[config.mk]
export PLATFORM = sky130hd
export DESIGN_NAME = if_id_branch_ctrl
export DESIGN_NICKNAME = d
export VERILOG_FILES = /design/src/rtl/mips_pkg.sv /design/src/rtl/hazard_detect.sv /design/src/rtl/if_id_branch_ctrl.sv
export SDC_FILE = /design/constraint.sdc
export NUM_CORES = 1
export LEC_CHECK = 0
export BUFFER_PORTS_ARGS = -buffer_cell sky130_fd_sc_hd__buf_4
export CORE_MARGIN = 4
export CORE_UTILIZATION = 35
export CTS_CLUSTER_DIAMETER = 40
export CTS_CLUSTER_SIZE = 30
export DETAILED_ROUTE_END_ITERATION = 10
export GPL_TIMING_DRIVEN = 0
export HOLD_SLACK_MARGIN = 0.08
export MAX_ROUTING_LAYER = met4
export PLACE_DENSITY = 0.7
export SLEW_MARGIN = 20
export SYNTH_ARGS = -nofsm -noshare
export SYNTH_HDL_FRONTEND = slang
export SYNTH_SLANG_ARGS = --single-unit
[constraint.sdc]
create_clock -name clk -period 3.2 [get_ports clk]
set_clock_uncertainty 0.15 [all_clocks]
set_input_delay 0.64 -clock clk [delete_from_list [all_inputs] [get_ports clk]]
set_output_delay 0.64 -clock clk [all_outputs]
set_load 0.005 [all_outputs]
[src/rtl/mips_pkg.sv]
// Shared decode constants for the IF/ID branch/hazard control slice.
// Contents: opcode values, instruction field bit positions, NOP encoding.
package mips_pkg;

  localparam logic [5:0] OP_RTYPE = 6'h00;
  localparam logic [5:0] OP_J     = 6'h02;
  localparam logic [5:0] OP_BEQ   = 6'h04;
  localparam logic [5:0] OP_BNE   = 6'h05;
  localparam logic [5:0] OP_LW    = 6'h23;

  localparam int OP_HI  = 31;
  localparam int OP_LO  = 26;
  localparam int RS_HI  = 25;
  localparam int RS_LO  = 21;
  localparam int RT_HI  = 20;
  localparam int RT_LO  = 16;
  localparam int IMM_HI = 15;
  localparam int IMM_LO = 0;
  localparam int TGT_HI = 25;
  localparam int TGT_LO = 0;

  // All-zero word decodes as sll $0,$0,0: a true no-op.
  localparam logic [31:0] NOP_INST = 32'h0000_0000;

endpackage

[src/rtl/hazard_detect.sv]
// Combinational hazard detection for the instruction held in IF/ID.
// Inputs : rs, rt, uses_rt, is_branch (decoded from IF/ID),
//          ex_mem_read, ex_wb_en, ex_dest (EX stage),
//          mem_mem_read, mem_dest (MEM stage).
// Output : freeze - stall fetch and insert a bubble into ID/EX.
module hazard_detect
  import mips_pkg::*;
(
  input  logic       is_branch,
  input  logic       uses_rt,
  input  logic [4:0] rs,
  input  logic [4:0] rt,
  input  logic       ex_mem_read,
  input  logic       ex_wb_en,
  input  logic [4:0] ex_dest,
  input  logic       mem_mem_read,
  input  logic [4:0] mem_dest,
  output logic       freeze
);

  logic ex_hit;
  logic mem_hit;
  logic load_use;
  logic branch_haz;

  // $0 is hard-wired, so a write to it never creates a dependency.
  assign ex_hit  = (ex_dest != 5'd0) &&
                   ((ex_dest == rs) || (uses_rt && (ex_dest == rt)));
  assign mem_hit = (mem_dest != 5'd0) &&
                   ((mem_dest == rs) || (uses_rt && (mem_dest == rt)));

  assign load_use = ex_mem_read && ex_hit;

  // Branches compare in ID with no forwarding path, so any pending ALU
  // result in EX or load in MEM must retire first.
  assign branch_haz = is_branch &&
                      ((ex_wb_en && ex_hit) || (mem_mem_read && mem_hit));

  assign freeze = load_use || branch_haz;

endmodule

[src/rtl/if_id_branch_ctrl.sv]
// IF/ID pipeline register with decode-stage branch resolution and hazard
// stalling.
// Inputs : clk, rst (async, active-high), pc_in/inst_in from fetch,
//          rs_data/rt_data register-file reads, EX/MEM hazard info.
// Outputs: if_id_pc/if_id_inst register, freeze/id_bubble stall request,
//          branch_taken/branch_addr redirect, stall_cnt/flush_cnt
//          saturating event counters.
module if_id_branch_ctrl
  import mips_pkg::*;
#(
  parameter int WIDTH = 32,
  parameter int CNT_W = 16
) (
  input  logic             clk,
  input  logic             rst,
  input  logic [WIDTH-1:0] pc_in,
  input  logic [WIDTH-1:0] inst_in,
  input  logic [WIDTH-1:0] rs_data,
  input  logic [WIDTH-1:0] rt_data,
  input  logic             ex_mem_read,
  input  logic             ex_wb_en,
  input  logic [4:0]       ex_dest,
  input  logic             mem_mem_read,
  input  logic [4:0]       mem_dest,
  output logic [WIDTH-1:0] if_id_pc,
  output logic [WIDTH-1:0] if_id_inst,
  output logic             freeze,
  output logic             id_bubble,
  output logic             branch_taken,
  output logic [WIDTH-1:0] branch_addr,
  output logic [CNT_W-1:0] stall_cnt,
  output logic [CNT_W-1:0] flush_cnt
);

  function automatic logic [CNT_W-1:0] sat_inc(input logic [CNT_W-1:0] v);
    return (&v) ? v : v + CNT_W'(1);
  endfunction

  logic [5:0]              op;
  logic [4:0]              rs;
  logic [4:0]              rt;
  logic [15:0]             imm;
  logic [25:0]             tgt;
  logic                    is_beq;
  logic                    is_bne;
  logic                    is_j;
  logic                    is_branch;
  logic                    uses_rt;
  logic                    taken_raw;
  logic signed [WIDTH-1:0] br_off;

  assign op  = if_id_inst[OP_HI:OP_LO];
  assign rs  = if_id_inst[RS_HI:RS_LO];
  assign rt  = if_id_inst[RT_HI:RT_LO];
  assign imm = if_id_inst[IMM_HI:IMM_LO];
  assign tgt = if_id_inst[TGT_HI:TGT_LO];

  assign is_beq    = (op == OP_BEQ);
  assign is_bne    = (op == OP_BNE);
  assign is_j      = (op == OP_J);
  assign is_branch = is_beq || is_bne;
  assign uses_rt   = (op == OP_RTYPE) || is_branch;

  hazard_detect u_hazard (
    .is_branch    (is_branch),
    .uses_rt      (uses_rt),
    .rs           (rs),
    .rt           (rt),
    .ex_mem_read  (ex_mem_read),
    .ex_wb_en     (ex_wb_en),
    .ex_dest      (ex_dest),
    .mem_mem_read (mem_mem_read),
    .mem_dest     (mem_dest),
    .freeze       (freeze)
  );

  assign id_bubble = freeze;

  // Word offset, sign-extended; the add below wraps modulo 2^WIDTH.
  assign br_off = {{(WIDTH-18){imm[15]}}, imm, 2'b00};

  assign taken_raw = (is_beq && (rs_data == rt_data)) ||
                     (is_bne && (rs_data != rt_data)) ||
                     is_j;

  // A stalled branch is reading stale operands; hold off and retry.
  assign branch_taken = taken_raw && !freeze;

  always_comb begin
    branch_addr = '0;
    if (is_branch)
      branch_addr = if_id_pc + $unsigned(br_off);
    else if (is_j)
      branch_addr = {if_id_pc[WIDTH-1:28], tgt, 2'b00};
  end

  // ---- IF -> ID stage boundary ----
  always_ff @(posedge clk or posedge rst) begin
    if (rst) begin
      if_id_pc   <= '0;
      if_id_inst <= WIDTH'(NOP_INST);
      stall_cnt  <= '0;
      flush_cnt  <= '0;
    end else begin
      if (branch_taken) begin
        if_id_pc   <= '0;
        if_id_inst <= WIDTH'(NOP_INST);
      end else if (!freeze) begin
        if_id_pc   <= pc_in;
        if_id_inst <= inst_in;
      end
      if (freeze)
        stall_cnt <= sat_inc(stall_cnt);
      if (branch_taken)
        flush_cnt <= sat_inc(flush_cnt);
    end
  end

  a_taken_freeze_excl : assert property (
    @(posedge clk) disable iff (rst) !(branch_taken && freeze)
  );

endmodule

==> impl_summary.md <==
Run status
The run finished, with violations left. The checks that failed: setup timing.

Floorplan
The y dimension of the die is 143 microns. In this run the count of I/O pins placed on the die edge is 274. The core footprint is 17,500 sq um. The floorplan step defined a die boundary enclosing 20,300 sq um. For this configuration, the core starts out at a cell density of 0.361.

The number of core rows is 48. In this run the horizontal extent of the chip is 143 microns.

Layout
In the layout the commonest cells are buf_4, nand2_1, dfrtp_1, o21ai_0, xnor2_1. The number of nets at the end of the flow is 1,270. Counting the fill cells in the layout gives 1,588. The library cell used most frequently in the layout, excluding fill and tap cells, is buf_4. The number of diodes is 0.

From synthesis to final layout, the design area changed by 60.3%. In the final layout, the multi-input gates occupy 4370 sq um. After routing the design area is 10,200 sq um. Measured on the finished design, the core utilization comes to 0.579. The share of layout cells above drive strength 1 is 0.424. Registers take 2420 sq um.

Yosys
The number of synthesized flops with an enable pin is 0. The area of the mapped netlist is 6340 sq um. The share of the Yosys chip area taken by registers is 0.379. The flip-flop and latch count after synthesis is 96.

Counting every net in the synthesized netlist gives 925. Sorting the synthesized cells by area gives the leading types as dfrtp_1, nand2_1, xnor2_1, o21ai_0, ha_1. The count of mapped cells out of synthesis is 750. Of the post-synthesis cell area, the dominant cell type holds 0.379. After synthesis, the share of flip-flops with an asynchronous set or reset is 1.00. For this run, the leading register cell type out of synthesis is dfrtp_1. The number of synthesis warnings is 0. The average size of a mapped cell is 8.45 sq um. Counting distinct cell types in the post-synthesis netlist gives 57. The dominant cell type by area after synthesis is dfrtp_1.

STA
For the final routed database, the setup TNS stands at -10.11 ns. The worst hold slack across all endpoints is 0.0870 ns. The final period utilization is 1.22.

Based on the critical path, the design can be clocked at up to 255 MHz. The count of pins over their slew limit came to 0. In the post-route analysis, the smallest setup slack over all paths is -0.719 ns. For the pin with the worst max-slew slack, the measured transition is 0.653 ns. The headroom to the max-slew limit is 0.561. The number of failing hold endpoints at the final stage is 0. The post-route minimum period is 3.92 ns. The final setup violation count is 24. Setup repair after global routing could not meet its margin everywhere.

Worst hold path
The worst hold path belongs to the class in -> async.

Critical path
The number of cells on the worst reg-to-reg path is 14. The worst path required time is 2.41 ns. The critical path startpoint is if_id_inst[8]$_DFFE_PP0P_. The largest individual stage delay along the critical path comes from the cell or4b_1.

The largest stage delay on the critical path is 0.46 ns. The worst register-to-register path begins at if_id_inst[27]$_DFFE_PP0P_. The largest fanout on the critical path is 6. The worst setup path endpoint is branch_addr[28].

STA classifies the critical path startpoint as a flop. Traced cell by cell, the critical path runs through ha_4, nand2_1, nor2_4, or4b_1, o211ai_1, o21ai_2, o31a_1, o21bai_1, xnor2_1, o21ai_1, buf_4. The setup check on the worst reg-to-reg path leaves a slack of 0.16 ns. The critical path is of the reg -> out type. The endpoint identified for the worst register-to-register timing path is flush_cnt[10]$_DFFE_PP0P_. The data arrival time of the critical path is 3.13 ns. The critical path endpoint category is an output port.

Clocking
The maximum clock path buffer count is 2. TritonCTS built the clock tree. The total clock buffers created by CTS is 9. The number of levels the H-tree was split into is 3. The root buffer cell is clkbuf_16. Clock-pin slew was measured on the worst setup and hold paths at 0.07 ns. After clock tree synthesis, the flow added hold-fix buffers numbering 0. The clock reaches the later pin of the worst-skew pair after 0.36 ns. CTS saw 96 sinks.

GRT
For this run, global-route usage on met1 was measured as 0.299. The first global-routing pass estimated 37,100 microns of wire. The met2 capacity usage during global routing is 0.391. The number of global-route vias before repair is 6,938. Entering global routing, the biggest net connects 33 pins. Across every metal layer, demand over resource in global routing totals 0.239. The layer with the highest usage is met2.

Global routing finished with a remaining overflow of 0. The number of antenna violations at the first check in global routing was 0. The met3 demand-to-capacity share in global routing is 0.0534.

Placed design
The count of buffers inserted at the top-level ports is 273. The half-perimeter wire length after detailed placement is 18,000 microns. The congestion estimate from routability-driven global placement came to 0.864. The total placed instance area is 8750 sq um.

Detailed routing
The first routing iteration left 367 violations. The routed via count is 6,884. Once detail routing completed, the nets flagged for antenna violations numbered 0.

The remaining routing DRC violations is 0. Wires add up to 24,600 microns. The number of iterations in the first detailed-routing pass is 5. The routed wire length per instance is 18.6 microns. In the routed layout, each cell is associated on average with a via count of 5.20.

Power and ir drop
The static power due to leakage is 4.67 nW. The power per standard cell area is 405 nW/um^2. The peak ir drop on the vdd network is 0.311 mV.

Flow run
The number of maximum-capacitance violations is 0.
-- per-layer routing --
| layer | share of wire | up-vias |
|---|---|---|
| met5 | 0 | - |
| met4 | 0.024 | 0 |
| met3 | 0.075 | 42 |
| met2 | 0.50 | 270 |
| met1 | 0.41 | 3273 |
| li1 | - | 3299 |
-- sequential cells by signal, indices dropped and copies added, names as in the netlist --
name	flops
if_id_inst	32
if_id_pc	32
flush_cnt	16
stall_cnt	16
-- cells in the mapped netlist (4+ instances only) --
| library cell | instances |
|---|---|
| nand2_1 | 180 |
| dfrtp_1 | 96 |
| o21ai_0 | 95 |
| xnor2_1 | 75 |
| ha_1 | 31 |
| nand3_1 | 31 |
| clkbuf_1 | 27 |
| xor2_1 | 26 |
| a21oi_1 | 24 |
| nor2_1 | 16 |
| a21o_1 | 15 |
| nand4_1 | 14 |
| and3_1 | 11 |
| nor3_1 | 11 |
| a31oi_1 | 9 |
| inv_1 | 7 |
| nor4_1 | 6 |
| o21a_1 | 6 |
| a211oi_1 | 5 |
| nand2b_1 | 4 |
| o211ai_1 | 4 |
| o21bai_1 | 4 |
| o31ai_1 | 4 |
-- worst max-delay path: cells and delay by family (launching register included) --
kind                     cells  cell delay, ns
AO/OA/AOI/OAI                5            0.99
AND/OR/NAND/NOR              3            0.78
flip-flops                   1            0.45
adder cells (fa/ha/maj)      1            0.31
buffers and inverters        1            0.14
XOR/XNOR                     1            0.09
-- final cells by class --
cell class / instances / share of cell area
clock inverter: 6 / 0.00899
inverter: 8 / 0.00406
clock buffer: 9 / 0.0222
sequential: 96 / 0.238
timing repair buffer: 338 / 0.256
buffer: 28 / 0.0139
multi-input combinational: 614 / 0.430
tap: 225 / 0.0277
-- cells by family (layout without fill, tap and decap cells) --
family                     Yosys count  in the layout  share of synthesized area
muxes                                3              3                    0.00533
adders and majority gates           32             32                     0.0644
buffers and inverters               40            389                     0.0261
xor gates and xnor gates           101            101                      0.140
DFF                                 96             96                      0.379
and+or+nand+nor                    293            293                      0.212
AOI/OAI and AO/OA                  185            185                      0.174
-- timing repair --
item | in CTS | in global routing
pin swaps | 41 | 33
gates resized for setup | 96 | 58
setup buffers | 40 | 22
setup endpoints to repair | 34 | 86
-- how the worst min path moves through the flow --
stage / cells after the start / start / to
after detailed placement: 1 / flush_cnt[4]$_DFFE_PP0P_ / flush_cnt[4]$_DFFE_PP0P_
after global placement: 1 / stall_cnt[10]$_DFFE_PP0P_ / stall_cnt[10]$_DFFE_PP0P_
after CTS: 2 / rst / if_id_inst[27]$_DFFE_PP0P_
final: 2 / rst / if_id_inst[27]$_DFFE_PP0P_
after global routing: 2 / rst / if_id_inst[27]$_DFFE_PP0P_
after floorplan: 1 / flush_cnt[10]$_DFFE_PP0P_ / flush_cnt[10]$_DFFE_PP0P_
-- report_power, final --
part	switching, mW	internal (mW)	leakage, nW	total (mW)
Combinational	0.668	0.790	3.34	1.46
Clock	0.509	0.687	0.156	1.20
Sequential	0.147	1.31	1.18	1.46
-- through the flow --
step | setup slack [ns] | instances | power, mW
floorplan | -0.0771 | 750 | 2.06
global placement | -0.648 | 1248 | 2.55
detailed placement | -0.664 | 1251 | 2.58
CTS | -0.688 | 1303 | 3.98
global route | -0.874 | 1324 | 4.35
finish | -0.719 | 1324 | 4.12
Note: power is estimated with default switching activity, not from simulation.
